==> config.mk <==
export PLATFORM = sky130hd
export DESIGN_NAME = wr_port_arbiter
export DESIGN_NICKNAME = d
export VERILOG_FILES = /design/src/rtl/wr_port_arbiter_pkg.sv /design/src/rtl/wr_port_arbiter_decoder.sv /design/src/rtl/wr_port_arbiter.sv
export SDC_FILE = /design/constraint.sdc
export NUM_CORES = 1
export LEC_CHECK = 0
export BUFFER_PORTS_ARGS = -buffer_cell sky130_fd_sc_hd__buf_4
export CORE_MARGIN = 5
export CORE_UTILIZATION = 51
export CTS_CLUSTER_DIAMETER = 150
export DETAILED_ROUTE_END_ITERATION = 8
export PLACE_DENSITY = 0.71
export SLEW_MARGIN = 5
export SYNTH_ARGS = -nofsm -noshare
export SYNTH_HDL_FRONTEND = slang
export SYNTH_SLANG_ARGS = --single-unit
==> constraint.sdc <==
create_clock -name clk -period 2.3 [get_ports clk]
set_input_delay 0.115 -clock clk [delete_from_list [all_inputs] [get_ports clk]]
set_output_delay 0.115 -clock clk [all_outputs]
set_load 0.05 [all_outputs]
==> src/rtl/wr_port_arbiter_pkg.sv <==
`default_nettype none
// ============================================================================
// Module      : wr_port_arbiter_pkg
// Description : Shared definitions for the register-file write-port arbiter:
//               FSM state encodings and the default hold limit.
// Revision    : 1.0 - initial release
// ============================================================================
package wr_port_arbiter_pkg;

  localparam logic [0:0] ST_IDLE  = 1'b0;
  localparam logic [0:0] ST_GRANT = 1'b1;

  localparam int MAX_HOLD_DEFAULT = 8;

endpackage : wr_port_arbiter_pkg
`default_nettype wire

==> src/rtl/wr_port_arbiter_decoder.sv <==
`default_nettype none
// ============================================================================
// Module      : decoder
// Description : Parameterized binary-to-one-hot decoder.
//   Ports     : i_idx    [N_BITS-1:0]    binary index
//               o_onehot [2**N_BITS-1:0] one-hot expansion of i_idx
// Revision    : 1.0 - initial release
// ============================================================================
module decoder #(
  parameter int N_BITS = 2
) (
  input  logic [N_BITS-1:0]      i_idx,
  output logic [2**N_BITS-1:0]   o_onehot
);

  localparam int N = 2**N_BITS;

  for (genvar gi = 0; gi < N; gi++) begin : g_bit
    assign o_onehot[gi] = (i_idx == N_BITS'(gi));
  end

endmodule : decoder
`default_nettype wire

==> src/rtl/wr_port_arbiter.sv <==
`default_nettype none
// ============================================================================
// Module      : wr_port_arbiter
// Description : Round-robin arbiter for the register-file write port shared
//               by 2**N_BITS requesters. A grant is held until the holder
//               signals done, drops its request, or the hold limit expires;
//               the next holder is granted back-to-back.
//   Ports     : clk        clock, rising edge
//               reset      synchronous active-high reset
//               req        [N-1:0] per-requester level request
//               done       current holder releases this cycle
//               grant      [N-1:0] one-hot grant, zero when idle
//               grant_idx  [N_BITS-1:0] current holder, 0 when idle
//               busy       a grant is active
//               expired    grant is being force-released by the hold limit
// Revision    : 1.0 - initial release
// ============================================================================
module wr_port_arbiter
  import wr_port_arbiter_pkg::*;
#(
  parameter int N_BITS   = 2,
  parameter int MAX_HOLD = MAX_HOLD_DEFAULT
) (
  input  logic                  clk,
  input  logic                  reset,
  input  logic [2**N_BITS-1:0]  req,
  input  logic                  done,
  output logic [2**N_BITS-1:0]  grant,
  output logic [N_BITS-1:0]     grant_idx,
  output logic                  busy,
  output logic                  expired
);

  localparam int         N          = 2**N_BITS;
  localparam logic [7:0] C_MAX_HOLD = 8'(MAX_HOLD);

  logic [0:0]        r_state;
  logic [N_BITS-1:0] r_ptr;
  logic [N_BITS-1:0] r_grant_idx;
  logic [7:0]        r_hold_cnt;
  logic              r_expired;

  logic              w_any;
  logic [N_BITS-1:0] w_pick;
  logic              w_release;
  logic [7:0]        w_hold_inc;
  logic [N-1:0]      w_dec;

  assign w_any = |req;

  // Round-robin pick: scan ptr+1 .. ptr+N (mod N, via natural wrap of the
  // index width). Iterating from the farthest offset down to the nearest
  // lets the nearest asserted request overwrite the others, so the current
  // holder (offset N) is considered last.
  always_comb begin
    w_pick = '0;
    for (int k = N; k >= 1; k--) begin
      if (req[r_ptr + N_BITS'(k)]) begin
        w_pick = r_ptr + N_BITS'(k);
      end
    end
  end

  assign w_release  = done || !req[r_grant_idx] || (r_hold_cnt == C_MAX_HOLD);
  assign w_hold_inc = r_hold_cnt + 8'd1;

  always_ff @(posedge clk) begin
    if (reset) begin
      r_state     <= ST_IDLE;
      r_ptr       <= '1;
      r_grant_idx <= '0;
      r_hold_cnt  <= '0;
      r_expired   <= 1'b0;
    end else if (r_state == ST_IDLE || w_release) begin
      if (w_any) begin
        r_state     <= ST_GRANT;
        r_ptr       <= w_pick;
        r_grant_idx <= w_pick;
        r_hold_cnt  <= 8'd1;
        // expired is registered: raise it for the cycle whose count will
        // equal the limit (immediately when the limit is a single cycle).
        r_expired   <= (C_MAX_HOLD == 8'd1);
      end else begin
        r_state     <= ST_IDLE;
        r_grant_idx <= '0;
        r_hold_cnt  <= '0;
        r_expired   <= 1'b0;
      end
    end else begin
      r_hold_cnt <= w_hold_inc;
      r_expired  <= (w_hold_inc == C_MAX_HOLD);
    end
  end

  decoder #(
    .N_BITS   (N_BITS)
  ) u_decoder (
    .i_idx    (r_grant_idx),
    .o_onehot (w_dec)
  );

  assign busy      = (r_state == ST_GRANT);
  assign grant     = w_dec & {N{busy}};
  assign grant_idx = r_grant_idx;
  assign expired   = r_expired;

endmodule : wr_port_arbiter
`default_nettype wire

==> results by stage <==
Power and ir drop:
- For this design the total switching power over the nets is 0.165 mW.
- The part of the power in the clock network is 31.4%.
- The total power is 0.567 mW.
- The leakage power of the design is 0.359 nW.
- The part of the power in registers is 47.3%.
- For this design the ratio of total power to cell area is 632 nW/um2.
- The share of total power dissipated in combinational logic is 21.4%.
- The net switching fraction of the power is 29.1%.
- Internal power comes to 0.403 mW.
- Across the VDD grid, the largest voltage drop is 0.000440 V.

Timing:
- The final critical path time including I/O delays and setup is 1.74 ns.
- The final-report max-slew violation count is 0.
- Adding up every negative setup slack in the final design gives 0 ns.
- Based on the critical path, the design can be clocked at up to 576 MHz.
- In the finished design, the share of the clock period the worst path needs comes to 75.5%.
- The headroom to the max-slew limit is 70.7%.
- The final number of setup-violating endpoints is 0.
- Setup repair after global routing left no endpoint under its margin.
- Final hold analysis gives a worst-case slack of 0.0285 ns.
- The count of endpoints failing hold in the final timing report is 0.
- At the pin with the least slew margin, the transition time is 0.436 ns.
- The clock skew is 0.00128 ns.

Floorplan:
- From left edge to right edge, the die measures 47.9 um.
- The die covers 2290 um2.
- After floorplanning, the core was divided into 13 placement rows.
- In this run the standard cell core region covers 1330 um2.
- 15 I/O pins were placed.
- The starting utilization of the core area is 54.8%.
- The floorplan step set the die height to 47.9 um.

Clocking:
- The buffer depth of the longest clock path is 2.
- The clock tree from TritonCTS is done.
- The number of clock buffers added by TritonCTS is 3.
- The number of buffers added to fix hold violations after cts is 0.
- Clock latency on the worst-skew pair, taken at its later pin, is 0.28 ns.
- The total number of H-tree levels is 1.
- Clock tree synthesis selected as its root buffer the cell sky130_fd_sc_hd__clkbuf_4.
- Once the clock tree was built, the resizer swapped 0 gates to a different size.
- CTS saw 14 sinks.
- The clock transition time at the flip-flop clock pins of the worst setup and hold paths is 0.08 ns.
- The buffer count from post-CTS setup fixing is 0.

GRT:
- The initial antenna violation count is 0.
- The first global-routing pass estimated 2.51 mm of wire.
- Entering global routing, the biggest net connects 9 pins.
- The overall fraction of global-route tracks in use is 16.2%.
- The number of global-route vias before repair is 603.
- The overall overflow remaining after global route is 0.

Drt:
- The wire length per cell is 13.1 um.
- The routed design has 1.51 mm of wire.
- For this run, the detailed router's first-pass iteration total came to 4.
- For this block, the initial DRC count from the detailed router was 7.
- The DRC violation count after routing is 0.
- The total vias in the final route is 655.
- The remaining antenna violation count is 0.
- Dividing the detail-routed via count by the number of cells gives 5.70.

Worst setup path:
- The worst endpoint data arrival time is 1.96 ns.
- The worst path buffer plus inverter count is 0.
- Among all stages on the critical path, the largest delay is contributed by sky130_fd_sc_hd__mux4_2.
- The worst setup path is of the flip-flop to flip-flop kind.
- The kind of cell with the highest combined delay along the critical path is multiplexers.
- The required time of the critical path is 2.53 ns.
- The worst setup path is captured at a flip-flop.
- The setup slack on the worst flop-to-flop path is 0.56 ns.
- The category of the worst setup path launch point is a flip-flop.
- The maximum cell stage delay along the critical path is 0.55 ns.
- Walking the worst path, the cells encountered are mux4_2 -> o211a_4 -> or3_4 -> a21oi_2.
- The top fanout value on the critical path is 8.

Yosys:
- For this run, asynchronously set or reset flops after synthesis account for 0%.
- The part of the Yosys area used for sequential elements is 38.4%.
- The mux contribution to synthesized area is 4.45%.
- After synthesis, the largest family of logic cells by area is simple AND/OR/NAND/NOR gates.
- The summed instance area of the synthesized netlist is 731 um2.
- The most used flip-flop cell after synthesis is sky130_fd_sc_hd__dfxtp_1.
- A synthesized cell averages 9.02 um2.
- The synthesized-area fraction occupied by ao, oa, aoi and oai cells is 13.2%.
- By area the synthesized netlist is led by sky130_fd_sc_hd__dfxtp_1 (38%), sky130_fd_sc_hd__nor2_1 (5.1%), sky130_fd_sc_hd__ha_1 (3.4%), sky130_fd_sc_hd__nand2b_1 (3.4%), sky130_fd_sc_hd__mux4_2 (3.1%).
- The post-synthesis simple-gate area fraction is 33.7%.
- The Yosys step of the flow raised 0 warnings.
- The most used standard cell by instance count after synthesis is sky130_fd_sc_hd__dfxtp_1.
- Summing the areas of all fa, ha and maj instances in the mapped netlist gives 3.42% of the synthesized area.
- The netlist uses 31 different library cells.
- The share of synthesized area in the top cell type comes to 38.4%.
- The register bit total from synthesis is 14.
- By count the netlist is led by sky130_fd_sc_hd__dfxtp_1 (14), sky130_fd_sc_hd__nor2_1 (10).
- The number of nets handed over by synthesis was 90.
- In this run, synthesis inferred 0 flip-flops with an integrated enable.
- The cell taking the most area after synthesis is sky130_fd_sc_hd__dfxtp_1.
- The synthesized instance count is 81.
- The xor/xnor share of the synthesized area is 4.79%.

Placement:
- The congestion estimate from routability-driven global placement came to 0.773.
- Detailed placement ended at an HPWL of 1.18 mm.
- The count of placed standard cells including taps is 111.
- Buffers placed on the I/O ports in this run total 14.

Cells and area:
- The filler cells instantiated in the layout total 114.
- In the final layout, flip-flops and latches occupy 280 um2.
- The finished layout holds 115 standard cells, fillers aside.
- The multi-input combinational cells in the finished layout cover a total of 435 um2.
- The count of nets after finishing is 110.
- The repair_antennas step left the layout with diodes totalling 0.
- Once layout is complete, the utilization of the core stands at 67.4%.
- The fraction of layout instances using a drive strength above 1 is 28.0%.
- The area added between synthesis and finish is 22.9%.

Outcome:
- The flow ran to the end, and the final reports show no timing, DRC or antenna violations.

Job:
- The number of violations of the max-capacitance limit is 0.

Worst hold path:
- The min-delay analysis places its worst path in the category primary input to flip-flop.
## path summary, 6_finish.rpt
check                     start       endpoint  depth (start not counted)
setup / recovery   grant_idx[0]   grant_idx[1]                          4
hold / removal            reset   grant_idx[1]                          2
setup reg to reg   grant_idx[0]   grant_idx[1]                          4
hold reg to reg   r_hold_cnt[5]  r_hold_cnt[5]                          2
## stage by stage
step                instance area [um2]  setup WS (ns)
floorplan                           731          0.282
global placement                    862          0.609
detailed placement                  862          0.557
CTS                                 898          0.545
global route                        898          0.457
finish                              898          0.564
## power by group through the flow
stage	Sequential, mW	Clock, mW	Combinational, mW
after floorplan	0.289	0	0.0673
after global placement	0.274	0	0.122
after detailed placement	0.274	0	0.123
after CTS	0.269	0.186	0.123
after global routing	0.272	0.197	0.130
final	0.268	0.178	0.121
## per-layer routing
| layer | GRT usage, % | vias up | share of wire [%] |
|---|---|---|---|
| met5 | 0 | - | 0 |
| met4 | 8.06 | 0 | 1.7 |
| met3 | 6.77 | 4 | 5.0 |
| met2 | 28.5 | 13 | 53 |
| met1 | 16.4 | 307 | 40 |
| li1 | - | 331 | - |
## registers in the layout, indices dropped and copies added (netlist names)
signal	cells
expired	1
r_hold_cnt	8
r_ptr	2
busy	1
grant_idx	2
## cells by family (layout without fill, tap and decap cells)
family	Yosys count	in the layout
AO/OA/AOI/OAI	13	13
flip-flops	14	14
AND/OR/NAND/NOR	42	42
multiplexers	2	2
buffers and inverters	4	23
adder cells (fa/ha/maj)	2	2
XOR/XNOR	4	4
## placed cells by master (no fill, tap or decap), drive strengths merged
master   netlist  layout
or3            4       4
nand2          4       4
inv            4       4
nor2b          1       1
and3           2       2
xor2           2       2
and4bb         1       1
mux4           1       1
nand4bb        1       1
and3b          1       1
nand3          4       4
a21boi         2       2
o22ai          1       1
buf            0      15
xnor2          2       2
a21oi          4       4
o21ai          3       3
nor4b          1       1
nor3b          1       1
dfxtp         14      14
mux2i          1       1
ha             2       2
and2b          1       1
clkbuf         0       4
nor4           3       3
nor2          10      10
o211a          2       2
nand2b         4       4
nor3           4       4
o2111ai        1       1
## final cells by class
cell class	instances	area share [%]
Inverter	4	1.67
Timing Repair Buffer	15	12.5
Sequential cell	14	31.2
Tap cell	15	2.09
Multi-Input combinational cell	63	48.5
Clock buffer	4	4.04
(Power assumes the default switching activity.)
